===== src/rtl/rename_pkg.sv =====
`default_nettype none
// ============================================================================
// rename_pkg
//   Shared rename-side types and widths (RAT, ROB, recovery walker).
//   Revision: 1.0
// ============================================================================
package rename_pkg;

  localparam int REN_ROB_DEPTH       = 32;
  localparam int REN_ROB_IDX_W       = 5;
  localparam int REN_ARCH_ADDR_WIDTH = 5;
  localparam int REN_PHYS_ADDR_WIDTH = 6;
  localparam int RECOV_LANES         = 3;

  typedef enum logic [1:0] {
    RECOV_IDLE = 2'd0,
    RECOV_WALK = 2'd1,
    RECOV_DONE = 2'd2
  } recov_state_e;

endpackage
`default_nettype wire


===== src/rtl/rename_recovery_walker.sv =====
`default_nettype none
// ============================================================================
// rename_recovery_walker
//   Rolls the RAT back after a flush by walking squashed ROB entries,
//   youngest first, three per cycle. Revision: 1.0
// ============================================================================
module rename_recovery_walker
  import rename_pkg::*;
#(
  parameter int ROB_DEPTH       = REN_ROB_DEPTH,
  parameter int ROB_IDX_W       = REN_ROB_IDX_W,
  parameter int ARCH_ADDR_WIDTH = REN_ARCH_ADDR_WIDTH,
  parameter int PHYS_ADDR_WIDTH = REN_PHYS_ADDR_WIDTH
) (
  input  logic                       clk,
  input  logic                       reset,
  input  logic                       flush_req,
  input  logic [ROB_IDX_W-1:0]       flush_tail,
  input  logic [ROB_IDX_W:0]         flush_count,
  output logic [ROB_IDX_W-1:0]       rob_rd_idx_0,
  output logic [ROB_IDX_W-1:0]       rob_rd_idx_1,
  output logic [ROB_IDX_W-1:0]       rob_rd_idx_2,
  input  logic                       rob_has_dest_0,
  input  logic                       rob_has_dest_1,
  input  logic                       rob_has_dest_2,
  input  logic [ARCH_ADDR_WIDTH-1:0] rob_arch_rd_0,
  input  logic [ARCH_ADDR_WIDTH-1:0] rob_arch_rd_1,
  input  logic [ARCH_ADDR_WIDTH-1:0] rob_arch_rd_2,
  input  logic [PHYS_ADDR_WIDTH-1:0] rob_old_phys_0,
  input  logic [PHYS_ADDR_WIDTH-1:0] rob_old_phys_1,
  input  logic [PHYS_ADDR_WIDTH-1:0] rob_old_phys_2,
  input  logic [PHYS_ADDR_WIDTH-1:0] rob_new_phys_0,
  input  logic [PHYS_ADDR_WIDTH-1:0] rob_new_phys_1,
  input  logic [PHYS_ADDR_WIDTH-1:0] rob_new_phys_2,
  output logic [2:0]                 restore_valid,
  output logic [ARCH_ADDR_WIDTH-1:0] restore_arch_0,
  output logic [ARCH_ADDR_WIDTH-1:0] restore_arch_1,
  output logic [ARCH_ADDR_WIDTH-1:0] restore_arch_2,
  output logic [PHYS_ADDR_WIDTH-1:0] restore_phys_0,
  output logic [PHYS_ADDR_WIDTH-1:0] restore_phys_1,
  output logic [PHYS_ADDR_WIDTH-1:0] restore_phys_2,
  output logic [2:0]                 release_valid,
  output logic [PHYS_ADDR_WIDTH-1:0] release_phys_0,
  output logic [PHYS_ADDR_WIDTH-1:0] release_phys_1,
  output logic [PHYS_ADDR_WIDTH-1:0] release_phys_2,
  output logic                       rename_stall,
  output logic                       recovery_done,
  output logic                       busy
);

  localparam logic [ROB_IDX_W:0]   c_DEPTH    = (ROB_IDX_W+1)'(ROB_DEPTH);
  localparam logic [ROB_IDX_W-1:0] c_PTR_ONE  = ROB_IDX_W'(1);
  localparam logic [ROB_IDX_W-1:0] c_PTR_STEP = ROB_IDX_W'(RECOV_LANES);
  localparam logic [ROB_IDX_W:0]   c_REM_STEP = (ROB_IDX_W+1)'(RECOV_LANES);

  recov_state_e             r_state;
  logic [ROB_IDX_W-1:0]     r_walk_ptr;
  logic [ROB_IDX_W:0]       r_remaining;
  logic                     w_walking;
  logic                     w_count_over;
  logic [ROB_IDX_W:0]       w_count_clamped;

  logic [RECOV_LANES-1:0]   w_has_dest;
  logic [ARCH_ADDR_WIDTH-1:0] w_arch     [RECOV_LANES];
  logic [PHYS_ADDR_WIDTH-1:0] w_old_phys [RECOV_LANES];
  logic [PHYS_ADDR_WIDTH-1:0] w_new_phys [RECOV_LANES];
  logic [ROB_IDX_W-1:0]       w_rd_idx   [RECOV_LANES];
  logic [ARCH_ADDR_WIDTH-1:0] w_rst_arch [RECOV_LANES];
  logic [PHYS_ADDR_WIDTH-1:0] w_rst_phys [RECOV_LANES];
  logic [PHYS_ADDR_WIDTH-1:0] w_rel_phys [RECOV_LANES];
  logic [RECOV_LANES-1:0]     w_lane_valid;

  assign w_walking       = (r_state == RECOV_WALK);
  assign w_count_over    = (flush_count > c_DEPTH);
  assign w_count_clamped = w_count_over ? c_DEPTH : flush_count;

  // flush_req outside IDLE is deliberately dropped: the walk in flight wins.
  always_ff @(posedge clk or posedge reset) begin
    if (reset) begin
      r_state     <= RECOV_IDLE;
      r_walk_ptr  <= '0;
      r_remaining <= '0;
    end else begin
      case (r_state)
        RECOV_IDLE: begin
          if (flush_req) begin
            r_walk_ptr  <= flush_tail - c_PTR_ONE;
            r_remaining <= w_count_clamped;
            r_state     <= (w_count_clamped == '0) ? RECOV_DONE : RECOV_WALK;
          end
        end
        RECOV_WALK: begin
          r_walk_ptr <= r_walk_ptr - c_PTR_STEP;
          if (r_remaining <= c_REM_STEP) begin
            r_remaining <= '0;
            r_state     <= RECOV_DONE;
          end else begin
            r_remaining <= r_remaining - c_REM_STEP;
          end
        end
        RECOV_DONE: r_state <= RECOV_IDLE;
        default:    r_state <= RECOV_IDLE;
      endcase
    end
  end

  assign w_has_dest    = {rob_has_dest_2, rob_has_dest_1, rob_has_dest_0};
  assign w_arch[0]     = rob_arch_rd_0;
  assign w_arch[1]     = rob_arch_rd_1;
  assign w_arch[2]     = rob_arch_rd_2;
  assign w_old_phys[0] = rob_old_phys_0;
  assign w_old_phys[1] = rob_old_phys_1;
  assign w_old_phys[2] = rob_old_phys_2;
  assign w_new_phys[0] = rob_new_phys_0;
  assign w_new_phys[1] = rob_new_phys_1;
  assign w_new_phys[2] = rob_new_phys_2;

  // Lane 0 reads the youngest entry; data ports are held at zero when idle.
  for (genvar k = 0; k < RECOV_LANES; k++) begin : g_lane
    logic w_live;
    assign w_live          = w_walking && (r_remaining > (ROB_IDX_W+1)'(k));
    assign w_rd_idx[k]     = w_walking ? (r_walk_ptr - ROB_IDX_W'(k)) : '0;
    assign w_lane_valid[k] = w_live && w_has_dest[k] && (w_arch[k] != '0);
    assign w_rst_arch[k]   = w_live ? w_arch[k]     : '0;
    assign w_rst_phys[k]   = w_live ? w_old_phys[k] : '0;
    assign w_rel_phys[k]   = w_live ? w_new_phys[k] : '0;
  end

  assign rob_rd_idx_0   = w_rd_idx[0];
  assign rob_rd_idx_1   = w_rd_idx[1];
  assign rob_rd_idx_2   = w_rd_idx[2];
  assign restore_valid  = w_lane_valid;
  assign release_valid  = w_lane_valid;
  assign restore_arch_0 = w_rst_arch[0];
  assign restore_arch_1 = w_rst_arch[1];
  assign restore_arch_2 = w_rst_arch[2];
  assign restore_phys_0 = w_rst_phys[0];
  assign restore_phys_1 = w_rst_phys[1];
  assign restore_phys_2 = w_rst_phys[2];
  assign release_phys_0 = w_rel_phys[0];
  assign release_phys_1 = w_rel_phys[1];
  assign release_phys_2 = w_rel_phys[2];

  assign busy          = (r_state != RECOV_IDLE);
  assign rename_stall  = busy || flush_req;
  assign recovery_done = (r_state == RECOV_DONE);

  always @(posedge clk) begin
    if (!reset) begin
      assert (!(flush_req && busy))
        else $warning("rename_recovery_walker: flush_req while busy ignored");
      assert (!(flush_req && !busy && w_count_over))
        else $warning("rename_recovery_walker: flush_count above ROB depth clamped");
    end
  end

endmodule
`default_nettype wire


===== config.mk =====
export PLATFORM = sky130hd
export DESIGN_NAME = rename_recovery_walker
export DESIGN_NICKNAME = d
export VERILOG_FILES = /design/src/rtl/rename_pkg.sv /design/src/rtl/rename_recovery_walker.sv
export SDC_FILE = /design/constraint.sdc
export NUM_CORES = 1
export LEC_CHECK = 0
export ABC_AREA = 1
export BUFFER_PORTS_ARGS = -buffer_cell sky130_fd_sc_hd__buf_4
export CORE_UTILIZATION = 42
export DETAILED_ROUTE_END_ITERATION = 8
export PLACE_DENSITY = 0.87
export SKIP_LAST_GASP = 1
export SLEW_MARGIN = 5
export SYNTH_ARGS = -nofsm -noshare
export SYNTH_HDL_FRONTEND = slang
export SYNTH_SLANG_ARGS = --single-unit

===== constraint.sdc =====
create_clock -name clk -period 2.8 [get_ports clk]
set_input_delay 0.14 -clock clk [delete_from_list [all_inputs] [get_ports clk]]
set_output_delay 0.14 -clock clk [all_outputs]
set_load 0.005 [all_outputs]

==> results.sh <==
export IMPL_required_ns=2.66
export IMPL_area_delta_synth_final_pct=64.96
export IMPL_die_h_um=65.28
export IMPL_grt_pass1_wl_um=7914
export IMPL_grt_max_degree=20
export IMPL_ff2ff_path_depth=7
export IMPL_hold_viol=0
export IMPL_io_buffers=142
export IMPL_syn_inst=311
export IMPL_critPathMaxFanout=18
export IMPL_period_needed_ns=2.040
export IMPL_ys_async_sr_fraction_pct=100.0
export IMPL_hold_depth=3
export IMPL_ys_warn_count=0
export IMPL_core_area_um2=3744
export IMPL_dr_total_vias=2246
export IMPL_placementRows=22
export IMPL_p_clk_share_pct=6.8
export IMPL_holdCritStartpoint="flush_count[5]"
export IMPL_synthTopCellsByArea="dfrtp_1 (19%), nor2_1 (19%), inv_1 (18%)"
export IMPL_finalCritPeriodShare_pct=72.87
export IMPL_ant_nets=0
export IMPL_timing_fmax_mhz=490.1
export IMPL_postCtsSetupBuffers=0
export IMPL_ir_worst_vdd_mv=0.4167
export IMPL_power_share_switching_pct=48.37
export IMPL_worst_r2r_setup_slack_ns=1.09
export IMPL_power_density_nw_per_um2=891.8
export IMPL_cp_start_kind="flop"
export IMPL_arrival_ns=1.90
export IMPL_seq_area_frac_synth_pct=19.35
export IMPL_die_width_um=65.28
export IMPL_slew_violations=0
export IMPL_cts_tree="yes"
export IMPL_synth_top_area_share_pct=19.35
export IMPL_synth_main_ff_cell="dfrtp_1"
export IMPL_synth_common_cells="nor2_1 (85), inv_1 (81), nand2_1 (57), nand3_1 (15), dfrtp_1 (13)"
export IMPL_yosysTopAreaCell="dfrtp_1"
export IMPL_fin_tns_setup_ns=0
export IMPL_comb_power_share_pct=77.1
export IMPL_diodes=0
export IMPL_hold_class="in -> reg"
export IMPL_path_class="reg -> out"
export IMPL_tightest_slew_ns=0.6999
export IMPL_fin_cells=494
export IMPL_antenna_found_initial=0
export IMPL_r2r_start="r_state[1]"
export IMPL_p_switching_mw=1.196
export IMPL_cts_sink_count=13
export IMPL_slowest_stage="o21ai_2"
export IMPL_drv_cap=0
export IMPL_wl_per_cell_um=10.76
export IMPL_end_kind="output port"
export IMPL_pin_count=143
export IMPL_clkLatencyLatePin_ns=0.24
export IMPL_power_frac_seq_pct=16.1
export IMPL_grt_pass1_vias=1847
export IMPL_regToRegEndpoint="r_walk_ptr[1]"
export IMPL_cts_root_buffer="clkbuf_8"
export IMPL_drc=0
export IMPL_cp_common_cell="nor2_1"
export IMPL_netlist_area_um2=1682
export IMPL_cts_resized=0
export IMPL_syn_area_per_cell_um2=5.407
export IMPL_dp_hpwl_um=4388
export IMPL_synth_edf_count=0
export IMPL_clk_pin_slew_ns=0.05
export IMPL_setup_violations_final=0
export IMPL_synth_nets=389
export IMPL_track_usage_pct=23.33
export IMPL_final_nets=525
export IMPL_finalClockSkew_ns=0.001833
export IMPL_place_inst=489
export IMPL_outcome="completed"
export IMPL_gp_congestion=0.8600
export IMPL_viasPerCell=4.547
export IMPL_htreeDepth=1
export IMPL_crit_chain="nor2_1 -> nand2_1 -> o21ai_2 -> nor2_1 -> buf_4"
export IMPL_fillerInstances=323
export IMPL_first_pass_iters=4
export IMPL_die_area_um2=4261
export IMPL_critical_path_endpoint="release_valid[2]"
export IMPL_cts_buffers=3
export IMPL_whs_ns=0.1539
export IMPL_yosysMostFrequentCell="nor2_1"
export IMPL_overflow=0
export IMPL_yosysUniqueCellTypes=25
export IMPL_drive_above_1_share_pct=34.08
export IMPL_start_util_pct=44.92
export IMPL_crit_start="r_remaining[3]"
export IMPL_relSlewSlack_pct=53.33
export IMPL_cts_hold_buffers=1
export IMPL_cpPeakStageDelay_ns=0.59
export IMPL_leakage_nw=1.812
export IMPL_ys_ff_latch=13
export IMPL_initialDrtViolationCount=70
export IMPL_drt_total_wl_um=5314
export IMPL_cts_buffer_depth=2
export IMPL_rsz0062_at_grt="false"
export IMPL_intPower_mw=1.277
[power by group through the flow]
stage	sequential, mW	combinational, mW	clock (mW)
floorplan	0.349	1.14	0
global placement	0.395	1.87	0
detailed placement	0.399	1.90	0
CTS	0.397	1.91	0.168
global route	0.419	2.12	0.177
finish	0.399	1.91	0.167
[final cells by class]
class	instances	area, um2	area share, %
clock buffer	4	45.04	1.624
tap	48	60.06	2.165
inverter	82	307.8	11.10
sequential	13	325.3	11.73
multi-input combinational	204	959.7	34.60
timing repair buffer	143	1076	38.79
[state kept, by name, summed over array words and instances, names as in the netlist]
name,flops
r_walk_ptr,5
r_state,2
r_remaining,6
[worst max-delay path: cells and delay by family, from the launching register on]
kind                   cells  cell delay [ns]
AOI/OAI and AO/OA          1             0.59
buffers and inverters      1             0.17
DFF                        1             0.40
and+or+nand+nor            3             0.49
[cells by family (layout without fill, tap and decap cells)]
kind of cell	count (synthesis)	in the layout	synth area share, %
and+or+nand+nor	172	172	41.89
DFF	13	13	19.35
adders and majority gates	10	10	7.440
buffers and inverters	94	229	23.59
AOI/OAI and AO/OA	22	22	7.738
[per-layer routing]
layer	vias to the layer above	track usage, %	share of wire (%)
met1	971	27.29	39
met2	90	42.78	52
met3	6	6.424	8.4
met5	-	0	0
li1	1179	-	-
met4	0	3.261	0.64
[per-stage QoR]
stage	instance area, um2	utilization, %	total power, mW	setup slack (ns)
2_1_floorplan	1682	-	1.485	1.419
5_1_grt	2774	74.10	2.720	0.6089
3_5_place_dp	2719	72.63	2.300	1.039
6_report	2774	74.10	2.474	0.7598
3_3_place_gp	2719	72.63	2.264	1.097
4_1_cts	2774	74.10	2.477	0.7796
[how the worst min path moves through the flow]
stage	to	slack [ns]
2_1_floorplan	r_remaining[0]	0.02
3_3_place_gp	r_remaining[5]	0.19
3_5_place_dp	r_remaining[5]	0.19
4_1_cts	r_remaining[5]	0.15
5_1_grt	r_walk_ptr[0]	0.17
6_report	r_remaining[5]	0.15
[placed cells by master, fill, tap and decap left out, drive strengths merged]
cell type    netlist  layout
buf               10     142
nor2              86      86
inv               82      82
nand2             59      59
nand3             15      15
dfrtp             13      13
ha                10      10
o21ai              9       9
a21oi              8       8
nor3               4       4
clkbuf             2       4
nand4              3       3
nand3b             2       2
o31ai              2       2
nor4               2       2
o211ai             1       1
o221ai             1       1
or2                1       1
a31oi              1       1
dlygate4sd3        0       1
Power figures use the tool's default switching activity.
